### config.mk
export PLATFORM = sky130hd
export DESIGN_NAME = decoder_stream_driver_flat
export DESIGN_NICKNAME = d
export VERILOG_FILES = /design/src/rtl/decoder_stream_driver_pkg.sv /design/src/rtl/decoder_stream_driver_if.sv /design/src/rtl/decoder_stream_driver_rx_result_parser.sv /design/src/rtl/decoder_stream_driver.sv /design/src/flat_wrapper.sv
export SDC_FILE = /design/constraint.sdc
export NUM_CORES = 1
export LEC_CHECK = 0
export ABC_AREA = 1
export CAP_MARGIN = 20
export CORE_MARGIN = 5
export CORE_UTILIZATION = 55
export DETAILED_ROUTE_END_ITERATION = 7
export HOLD_SLACK_MARGIN = 0.08
export PLACE_DENSITY = 0.8
export SLEW_MARGIN = 30
export SYNTH_ARGS = -nofsm -noshare
export SYNTH_HDL_FRONTEND = slang
export SYNTH_HIERARCHICAL = 1
export SYNTH_SLANG_ARGS = --single-unit
### constraint.sdc
create_clock -name clk -period 2.7 [get_ports clk]
set_clock_uncertainty 0.2 [all_clocks]
set_input_delay 0.405 -clock clk [delete_from_list [all_inputs] [get_ports clk]]
set_output_delay 0.405 -clock clk [all_outputs]
set_load 0.1 [all_outputs]
### src/rtl/decoder_stream_driver_pkg.sv
// Shared constants and types for the decoder stream driver.
// Also used by benches that probe the controller state.
package decoder_stream_driver_pkg;

  localparam logic [7:0] START_DECODING_MSG      = 8'hA5;
  localparam logic [7:0] MEASUREMENT_DATA_HEADER = 8'h5A;

  typedef enum logic [2:0] {
    ST_IDLE,
    ST_SEND_START,
    ST_SEND_HEADER,
    ST_SEND_DATA,
    ST_WAIT_RESULT,
    ST_RECV_RESULT,
    ST_REPORT,
    ST_FINISH
  } state_e;

  // Saturating increment for the 32-bit latency counter.
  function automatic logic [31:0] sat_inc32(input logic [31:0] v);
    return (v == 32'hFFFF_FFFF) ? v : v + 32'd1;
  endfunction

endpackage

### src/rtl/decoder_stream_driver_if.sv
// Byte-wide valid/ready stream used for the syndrome source,
// the decoder input FIFO and the decoder output FIFO.
interface decoder_stream_driver_if;
  logic [7:0] data;
  logic       valid;
  logic       ready;

  modport master (output data, output valid, input ready);
  modport slave  (input data, input valid, output ready);
endinterface

### src/rtl/decoder_stream_driver_rx_result_parser.sv
// Result message parser: byte index, field capture, discard of trailing
// bytes, and the latency / first-byte timeout counter.
module rx_result_parser
  import decoder_stream_driver_pkg::*;
#(
  parameter int RESULT_BYTES   = 3,
  parameter int TIMEOUT_CYCLES = 65535
) (
  input  logic        clk,
  input  logic        reset,
  input  logic        arm,
  input  logic        waiting,
  input  logic        receiving,
  input  logic [7:0]  rx_data,
  input  logic        rx_valid,
  output logic        rx_ready,
  output logic        first_byte,
  output logic        last_byte,
  output logic        timeout,
  output logic [7:0]  iterations_d,
  output logic [15:0] cycles_d,
  output logic [31:0] latency_d
);

  localparam int               IDX_W        = $clog2(RESULT_BYTES);
  localparam logic [IDX_W-1:0] LAST_IDX     = IDX_W'(RESULT_BYTES - 1);
  localparam logic [31:0]      TIMEOUT_LAST = 32'(TIMEOUT_CYCLES - 1);

  logic [IDX_W-1:0] idx_q, idx_d;
  logic [31:0]      lat_q, lat_d;
  logic [7:0]       iterations_q;
  logic [15:0]      cycles_q;
  logic [31:0]      latency_q;

  // The *_d field outputs let the owner snapshot a complete result on the
  // same edge that accepts the final byte.
  always_comb begin
    rx_ready     = waiting | receiving;
    first_byte   = waiting & rx_valid;
    last_byte    = receiving & rx_valid & (idx_q == LAST_IDX);
    timeout      = waiting & ~rx_valid & (lat_q == TIMEOUT_LAST);
    idx_d        = idx_q;
    lat_d        = lat_q;
    iterations_d = iterations_q;
    cycles_d     = cycles_q;
    latency_d    = latency_q;

    if (arm) begin
      idx_d = '0;
      lat_d = '0;
    end else if (waiting) begin
      lat_d = sat_inc32(lat_q);
      if (rx_valid) begin
        iterations_d = rx_data;
        latency_d    = sat_inc32(lat_q);
        idx_d        = IDX_W'(1);
      end
    end else if (receiving && rx_valid) begin
      idx_d = idx_q + IDX_W'(1);
      if (idx_q == IDX_W'(1)) begin
        cycles_d[15:8] = rx_data;
      end else if (idx_q == IDX_W'(2)) begin
        cycles_d[7:0] = rx_data;
      end
    end
  end

  always_ff @(posedge clk) begin
    if (reset) begin
      idx_q        <= '0;
      lat_q        <= '0;
      iterations_q <= '0;
      cycles_q     <= '0;
      latency_q    <= '0;
    end else begin
      idx_q        <= idx_d;
      lat_q        <= lat_d;
      iterations_q <= iterations_d;
      cycles_q     <= cycles_d;
      latency_q    <= latency_d;
    end
  end

endmodule

### src/rtl/decoder_stream_driver.sv
// Host-side controller framing syndrome bytes into the decoder byte
// protocol and collecting one fixed-length result per test.
module decoder_stream_driver
  import decoder_stream_driver_pkg::*;
#(
  parameter int BYTES_PER_ROUND = 23,
  parameter int ROUNDS          = 19,
  parameter int RESULT_BYTES    = 3,
  parameter int TIMEOUT_CYCLES  = 65535
) (
  input  logic                           clk,
  input  logic                           reset,
  input  logic                           start,
  input  logic                           abort,
  input  logic [15:0]                    cfg_num_tests,
  decoder_stream_driver_if.slave         syn,
  decoder_stream_driver_if.master        tx,
  decoder_stream_driver_if.slave         rx,
  output logic                           busy,
  output logic                           res_valid,
  output logic [15:0]                    res_index,
  output logic [7:0]                     res_iterations,
  output logic [15:0]                    res_cycles,
  output logic [31:0]                    res_latency,
  output logic                           done,
  output logic                           err_timeout
);

  localparam int                FRAME_BYTES = BYTES_PER_ROUND * ROUNDS;
  localparam int                CNT_W       = (FRAME_BYTES > 1) ? $clog2(FRAME_BYTES) : 1;
  localparam logic [CNT_W-1:0]  LAST_CNT    = CNT_W'(FRAME_BYTES - 1);

  state_e            state_q, state_d;
  logic [15:0]       num_tests_q, num_tests_d;
  logic [CNT_W-1:0]  data_cnt_q, data_cnt_d;
  logic [15:0]       res_index_q, res_index_d;
  logic [7:0]        res_iterations_q, res_iterations_d;
  logic [15:0]       res_cycles_q, res_cycles_d;
  logic [31:0]       res_latency_q, res_latency_d;
  logic              err_timeout_q, err_timeout_d;

  logic              arm, waiting, receiving;
  logic              first_byte, last_byte, timeout;
  logic [7:0]        fld_iterations;
  logic [15:0]       fld_cycles;
  logic [31:0]       fld_latency;

  rx_result_parser #(
    .RESULT_BYTES   (RESULT_BYTES),
    .TIMEOUT_CYCLES (TIMEOUT_CYCLES)
  ) u_parser (
    .clk          (clk),
    .reset        (reset),
    .arm          (arm),
    .waiting      (waiting),
    .receiving    (receiving),
    .rx_data      (rx.data),
    .rx_valid     (rx.valid),
    .rx_ready     (rx.ready),
    .first_byte   (first_byte),
    .last_byte    (last_byte),
    .timeout      (timeout),
    .iterations_d (fld_iterations),
    .cycles_d     (fld_cycles),
    .latency_d    (fld_latency)
  );

  always_comb begin
    state_d          = state_q;
    num_tests_d      = num_tests_q;
    data_cnt_d       = data_cnt_q;
    res_index_d      = res_index_q;
    res_iterations_d = res_iterations_q;
    res_cycles_d     = res_cycles_q;
    res_latency_d    = res_latency_q;
    err_timeout_d    = err_timeout_q;
    tx.data          = 8'h00;
    tx.valid         = 1'b0;
    syn.ready        = 1'b0;
    arm              = 1'b0;
    waiting          = 1'b0;
    receiving        = 1'b0;

    unique case (state_q)
      ST_IDLE: begin
        if (start && !abort) begin
          num_tests_d   = cfg_num_tests;
          res_index_d   = '0;
          err_timeout_d = 1'b0;
          state_d       = ST_SEND_START;
        end
      end
      ST_SEND_START: begin
        tx.data  = START_DECODING_MSG;
        tx.valid = 1'b1;
        if (tx.ready) state_d = ST_SEND_HEADER;
      end
      ST_SEND_HEADER: begin
        tx.data    = MEASUREMENT_DATA_HEADER;
        tx.valid   = 1'b1;
        data_cnt_d = '0;
        if (tx.ready) state_d = ST_SEND_DATA;
      end
      ST_SEND_DATA: begin
        // Zero-latency pass-through from syndrome source to decoder FIFO.
        tx.data   = syn.data;
        tx.valid  = syn.valid;
        syn.ready = tx.ready;
        if (syn.valid && tx.ready) begin
          data_cnt_d = data_cnt_q + CNT_W'(1);
          if (data_cnt_q == LAST_CNT) begin
            arm     = 1'b1;
            state_d = ST_WAIT_RESULT;
          end
        end
      end
      ST_WAIT_RESULT: begin
        waiting = 1'b1;
        if (first_byte) begin
          state_d = ST_RECV_RESULT;
        end else if (timeout) begin
          err_timeout_d = 1'b1;
          state_d       = ST_FINISH;
        end
      end
      ST_RECV_RESULT: begin
        receiving = 1'b1;
        if (last_byte) begin
          res_iterations_d = fld_iterations;
          res_cycles_d     = fld_cycles;
          res_latency_d    = fld_latency;
          state_d          = ST_REPORT;
        end
      end
      ST_REPORT: begin
        res_index_d = res_index_q + 16'd1;
        if (num_tests_q != 16'd0 && (res_index_q + 16'd1) == num_tests_q) begin
          state_d = ST_FINISH;
        end else begin
          state_d = ST_SEND_HEADER;
        end
      end
      ST_FINISH: begin
        state_d = ST_IDLE;
      end
      default: begin
        state_d = ST_IDLE;
      end
    endcase

    if (abort) state_d = ST_IDLE;
  end

  always_ff @(posedge clk) begin
    if (reset) begin
      state_q          <= ST_IDLE;
      num_tests_q      <= '0;
      data_cnt_q       <= '0;
      res_index_q      <= '0;
      res_iterations_q <= '0;
      res_cycles_q     <= '0;
      res_latency_q    <= '0;
      err_timeout_q    <= 1'b0;
    end else begin
      state_q          <= state_d;
      num_tests_q      <= num_tests_d;
      data_cnt_q       <= data_cnt_d;
      res_index_q      <= res_index_d;
      res_iterations_q <= res_iterations_d;
      res_cycles_q     <= res_cycles_d;
      res_latency_q    <= res_latency_d;
      err_timeout_q    <= err_timeout_d;
    end
  end

  assign busy           = (state_q != ST_IDLE);
  assign res_valid      = (state_q == ST_REPORT);
  assign done           = (state_q == ST_FINISH);
  assign res_index      = res_index_q;
  assign res_iterations = res_iterations_q;
  assign res_cycles     = res_cycles_q;
  assign res_latency    = res_latency_q;
  assign err_timeout    = err_timeout_q;

endmodule

### src/flat_wrapper.sv
// flat-port wrapper written by rule: the top's interface ports become plain ports
module decoder_stream_driver_flat import decoder_stream_driver_pkg::*;
#(
  parameter int BYTES_PER_ROUND = 23,
  parameter int ROUNDS          = 19,
  parameter int RESULT_BYTES    = 3,
  parameter int TIMEOUT_CYCLES  = 65535
)
  (clk, reset, start, abort, cfg_num_tests, busy, res_valid, res_index, res_iterations, res_cycles, res_latency, done, err_timeout, syn_data, syn_valid, syn_ready, tx_data, tx_valid, tx_ready, rx_data, rx_valid, rx_ready);
  decoder_stream_driver_if syn_i ();
  decoder_stream_driver_if tx_i ();
  decoder_stream_driver_if rx_i ();
  input  logic clk;
  input  logic reset;
  input  logic start;
  input  logic abort;
  input  logic [15:0] cfg_num_tests;
  output logic busy;
  output logic res_valid;
  output logic [15:0] res_index;
  output logic [7:0] res_iterations;
  output logic [15:0] res_cycles;
  output logic [31:0] res_latency;
  output logic done;
  output logic err_timeout;
  input wire logic [$bits(syn_i.data)-1:0] syn_data;
  input wire logic [$bits(syn_i.valid)-1:0] syn_valid;
  output wire logic [$bits(syn_i.ready)-1:0] syn_ready;
  output wire logic [$bits(tx_i.data)-1:0] tx_data;
  output wire logic [$bits(tx_i.valid)-1:0] tx_valid;
  input wire logic [$bits(tx_i.ready)-1:0] tx_ready;
  input wire logic [$bits(rx_i.data)-1:0] rx_data;
  input wire logic [$bits(rx_i.valid)-1:0] rx_valid;
  output wire logic [$bits(rx_i.ready)-1:0] rx_ready;
  assign syn_i.data = syn_data;
  assign syn_i.valid = syn_valid;
  assign syn_ready = syn_i.ready;
  assign tx_data = tx_i.data;
  assign tx_valid = tx_i.valid;
  assign tx_i.ready = tx_ready;
  assign rx_i.data = rx_data;
  assign rx_i.valid = rx_valid;
  assign rx_ready = rx_i.ready;
  decoder_stream_driver #(.BYTES_PER_ROUND(BYTES_PER_ROUND), .ROUNDS(ROUNDS), .RESULT_BYTES(RESULT_BYTES), .TIMEOUT_CYCLES(TIMEOUT_CYCLES)) u_core (.clk(clk), .reset(reset), .start(start), .abort(abort), .cfg_num_tests(cfg_num_tests), .syn(syn_i), .tx(tx_i), .rx(rx_i), .busy(busy), .res_valid(res_valid), .res_index(res_index), .res_iterations(res_iterations), .res_cycles(res_cycles), .res_latency(res_latency), .done(done), .err_timeout(err_timeout));
endmodule
==> flow_summary.yaml <==
status:
  status: "completed"
global_routing:
  globalRouteTotalUtil_pct: 26.9
  grt_pass1_wl_um: 44800
  busiest_layer: "met2"
  grt_pass1_vias: 9085
  overflow: 0
  grt_use_met2_pct: 42.3
  met1_usage_pct: 37.3
  use_met3_pct: 5.54
  grt_max_degree: 126
  antenna_found_initial: 0
power_and_ir_drop:
  power.total_uw: 6100
  leakagePower_uw: 0.00528
  powerDensity_mw_per_mm2: 516
  max-vdd-ir-drop_uv: 446
synth:
  synth.avg_cell_area_um2: 6.67
  syn_nets: 1488
  yosys.area.top_type: "dfxtp_1"
  synth_cells: 1442
  syn_area_mm2: 0.00961
  synth-seq-cells: 191
  yosys.cell_types.count: 38
  yosysSeqAreaShare_pct: 39.8
  netlist_top_cells_area: "dfxtp_1, nand2_1, nand3_1"
  netlist.area_leader.share_pct: 39.8
  yosys_warnings: 6
timing:
  fin_ws_ps: 179
  maxSlewHeadroom_pct: 45.1
  final-hold-violation-count: 0
  rsz0062_at_grt: "no"
  setup_tns_ps: 0
  fmax_ghz: 0.397
  hold_slack_ps: 260
  worst_pin_slew_ps: 823
  slew_violations: 0
  min_period_ps: 2520
  fin_crit_sh_pct: 93.4
  setup_viol: 0
place:
  gp_congestion: 0.988
  dp_slack_ps: 136
  place_area_mm2: 0.0112
  dp_hpwl_um: 19100
  io_buffers: 125
floorplanning:
  ios: 126
  initial_core_util_pct: 55.8
  coreArea_mm2: 0.0172
  num_rows: 48
  die_w_um: 142
  dieArea_mm2: 0.0202
  die_y_um: 142
clock_tree:
  cts.path.max_buffers: 2
  numCtsBuffers: 17
  htreeDepth: 4
  cts_tree: "done"
  path_clk_slew_ps: 70
  root_buffer: "clkbuf_16"
  insertion_delay_ps: 440
  post_cts_buffers: 0
  cts.sinks: 191
cells_and_area:
  areaGrowthSynthToFinish_pct: 23.1
  nets: 1609
  num_antenna_cells: 0
  drive_gt1_share_pct: 15.4
  stdcell_area_mm2: 0.0118
  fillerInstances: 1440
drt:
  drt.antenna.violating_nets: 0
  first_pass_iters: 7
  drc: 0
  via_per_inst: 5.48
  first_iter_violations: 926
  wire_per_inst_um: 15.1
  dr_total_vias: 9870
  routed_wl_um: 27300
hold_path:
  hold_class: "flip-flop to flip-flop"
worst_setup_path:
  end_kind: "output pin"
  criticalPathCategory: "flip-flop to output pin"
  critPathMaxFanout: 11
  required_ps: 2100
  setup.worst_path.start_class: "flip-flop"
  cp.arrival_ps: 1920
flow_run:
  drv_cap: 0
[layer usage]
metal / vias to the layer above / share of wire (%)
met3: 55 / 8.4
met2: 406 / 46
met4: 0 / 2.1
met5: - / 0
met1: 4536 / 44
li1: 4873 / -
[cell type report]
class / count / area, um^2 / area share (%)
Inverter: 168 / 634 / 5.36
Clock inverter: 14 / 195 / 1.65
Sequential cell: 191 / 3830 / 32.3
Tap cell: 225 / 282 / 2.38
Multi-Input combinational cell: 1023 / 4920 / 41.6
Timing Repair Buffer: 162 / 1540 / 13.0
Clock buffer: 18 / 439 / 3.71
[critical path: stages (launching register included)]
cell and delay, ps:
dfxtp_1 350, inv_1 280, nand3_1 180, clkinvlp_4 240, buf_4 230, buf_12 190
[path summary, 6_finish.rpt]
check | startpoint | end | slack (ps) | cells past startpoint
max | u_core/state_q[0]$_SDFFE_PP0P_ | res_valid | 180 | 5
min | u_core/data_cnt_q[8]$_SDFFE_PP0P_ | u_core/data_cnt_q[8]$_SDFFE_PP0P_ | 260 | 2
max reg2reg | u_core/data_cnt_q[0]$_SDFFE_PP0P_ | u_core/res_cycles[4]$_SDFFE_PP0P_ | 270 | 14
min reg2reg | u_core/data_cnt_q[8]$_SDFFE_PP0P_ | u_core/data_cnt_q[8]$_SDFFE_PP0P_ | 260 | 2
[registers in the layout (all words and copies together), names as in the netlist, 9 cells and up]
name	count
u_core/res_cycles	16
u_core/res_latency	32
u_core/data_cnt_q	9
u_core/num_tests_q	16
u_core/u_parser/latency_q	32
u_core/res_index	16
u_core/u_parser/lat_q	32
u_core/u_parser/cycles_q	16
[repair_timing]
| action | in CTS | in global routing |
|---|---|---|
| endpoints found under the setup margin | 0 | 2 |
| gates resized for setup | 0 | 3 |
| endpoints found under the hold margin | 4 | 0 |
| hold buffers | 1 | 0 |
[through the flow]
stage                     utilization (%)  instances
after CTS                            68.6       1801
final                                68.6       1801
after global routing                 68.6       1801
after global placement               64.8       1768
after floorplan                         -       1442
after detailed placement             64.8       1768
[cells by family after synthesis]
family                   Yosys count  synth area share (%)
AO/OA/AOI/OAI                    237                  13.3
XOR/XNOR                           5                 0.612
adder cells (fa/ha/maj)            7                 0.911
buffers and inverters            228                  9.36
flip-flops                       191                  39.8
AND/OR/NAND/NOR                  774                  36.0
[cells in the final DEF (no fill, tap or decap), drive strengths merged]
master,synthesis,routed
o31ai,1,1
nand3b,4,4
xor2,2,2
clkbuf,38,18
ha,7,7
nand4,21,21
o211ai,4,4
buf,22,124
nor3,13,13
inv,166,170
clkinv,2,9
o21bai,3,3
clkinvlp,0,2
and2,1,1
a211oi,2,2
o21ai,89,89
dfxtp,191,191
or2,5,5
nand2,391,391
clkdlybuf4s50,0,37
nand3,153,153
a21oi,138,138
nor2,182,182
xor3,1,1
bufinv,0,1
xnor2,2,2
dlygate4sd3,0,1
nor4,4,4
[report_power, final]
| part | leakage [uW] | switching [uW] | internal, uW |
|---|---|---|---|
| Sequential | 0.00154 | 38.4 | 2850 |
| Clock | 0.000303 | 1270 | 1370 |
| Combinational | 0.00344 | 365 | 198 |
[cell usage after synthesis, drive strengths merged]
cell type / number
a211oi: 2
a21oi: 138
and2: 1
buf: 22
clkbuf: 38
clkinv: 2
dfxtp: 191
ha: 7
inv: 166
nand2: 391
nand3: 153
nand3b: 4
nand4: 21
nor2: 182
nor3: 13
nor4: 4
o211ai: 4
o21ai: 89
o21bai: 3
o31ai: 1
or2: 5
xnor2: 2
xor2: 2
xor3: 1
Power figures use the tool's default switching activity.
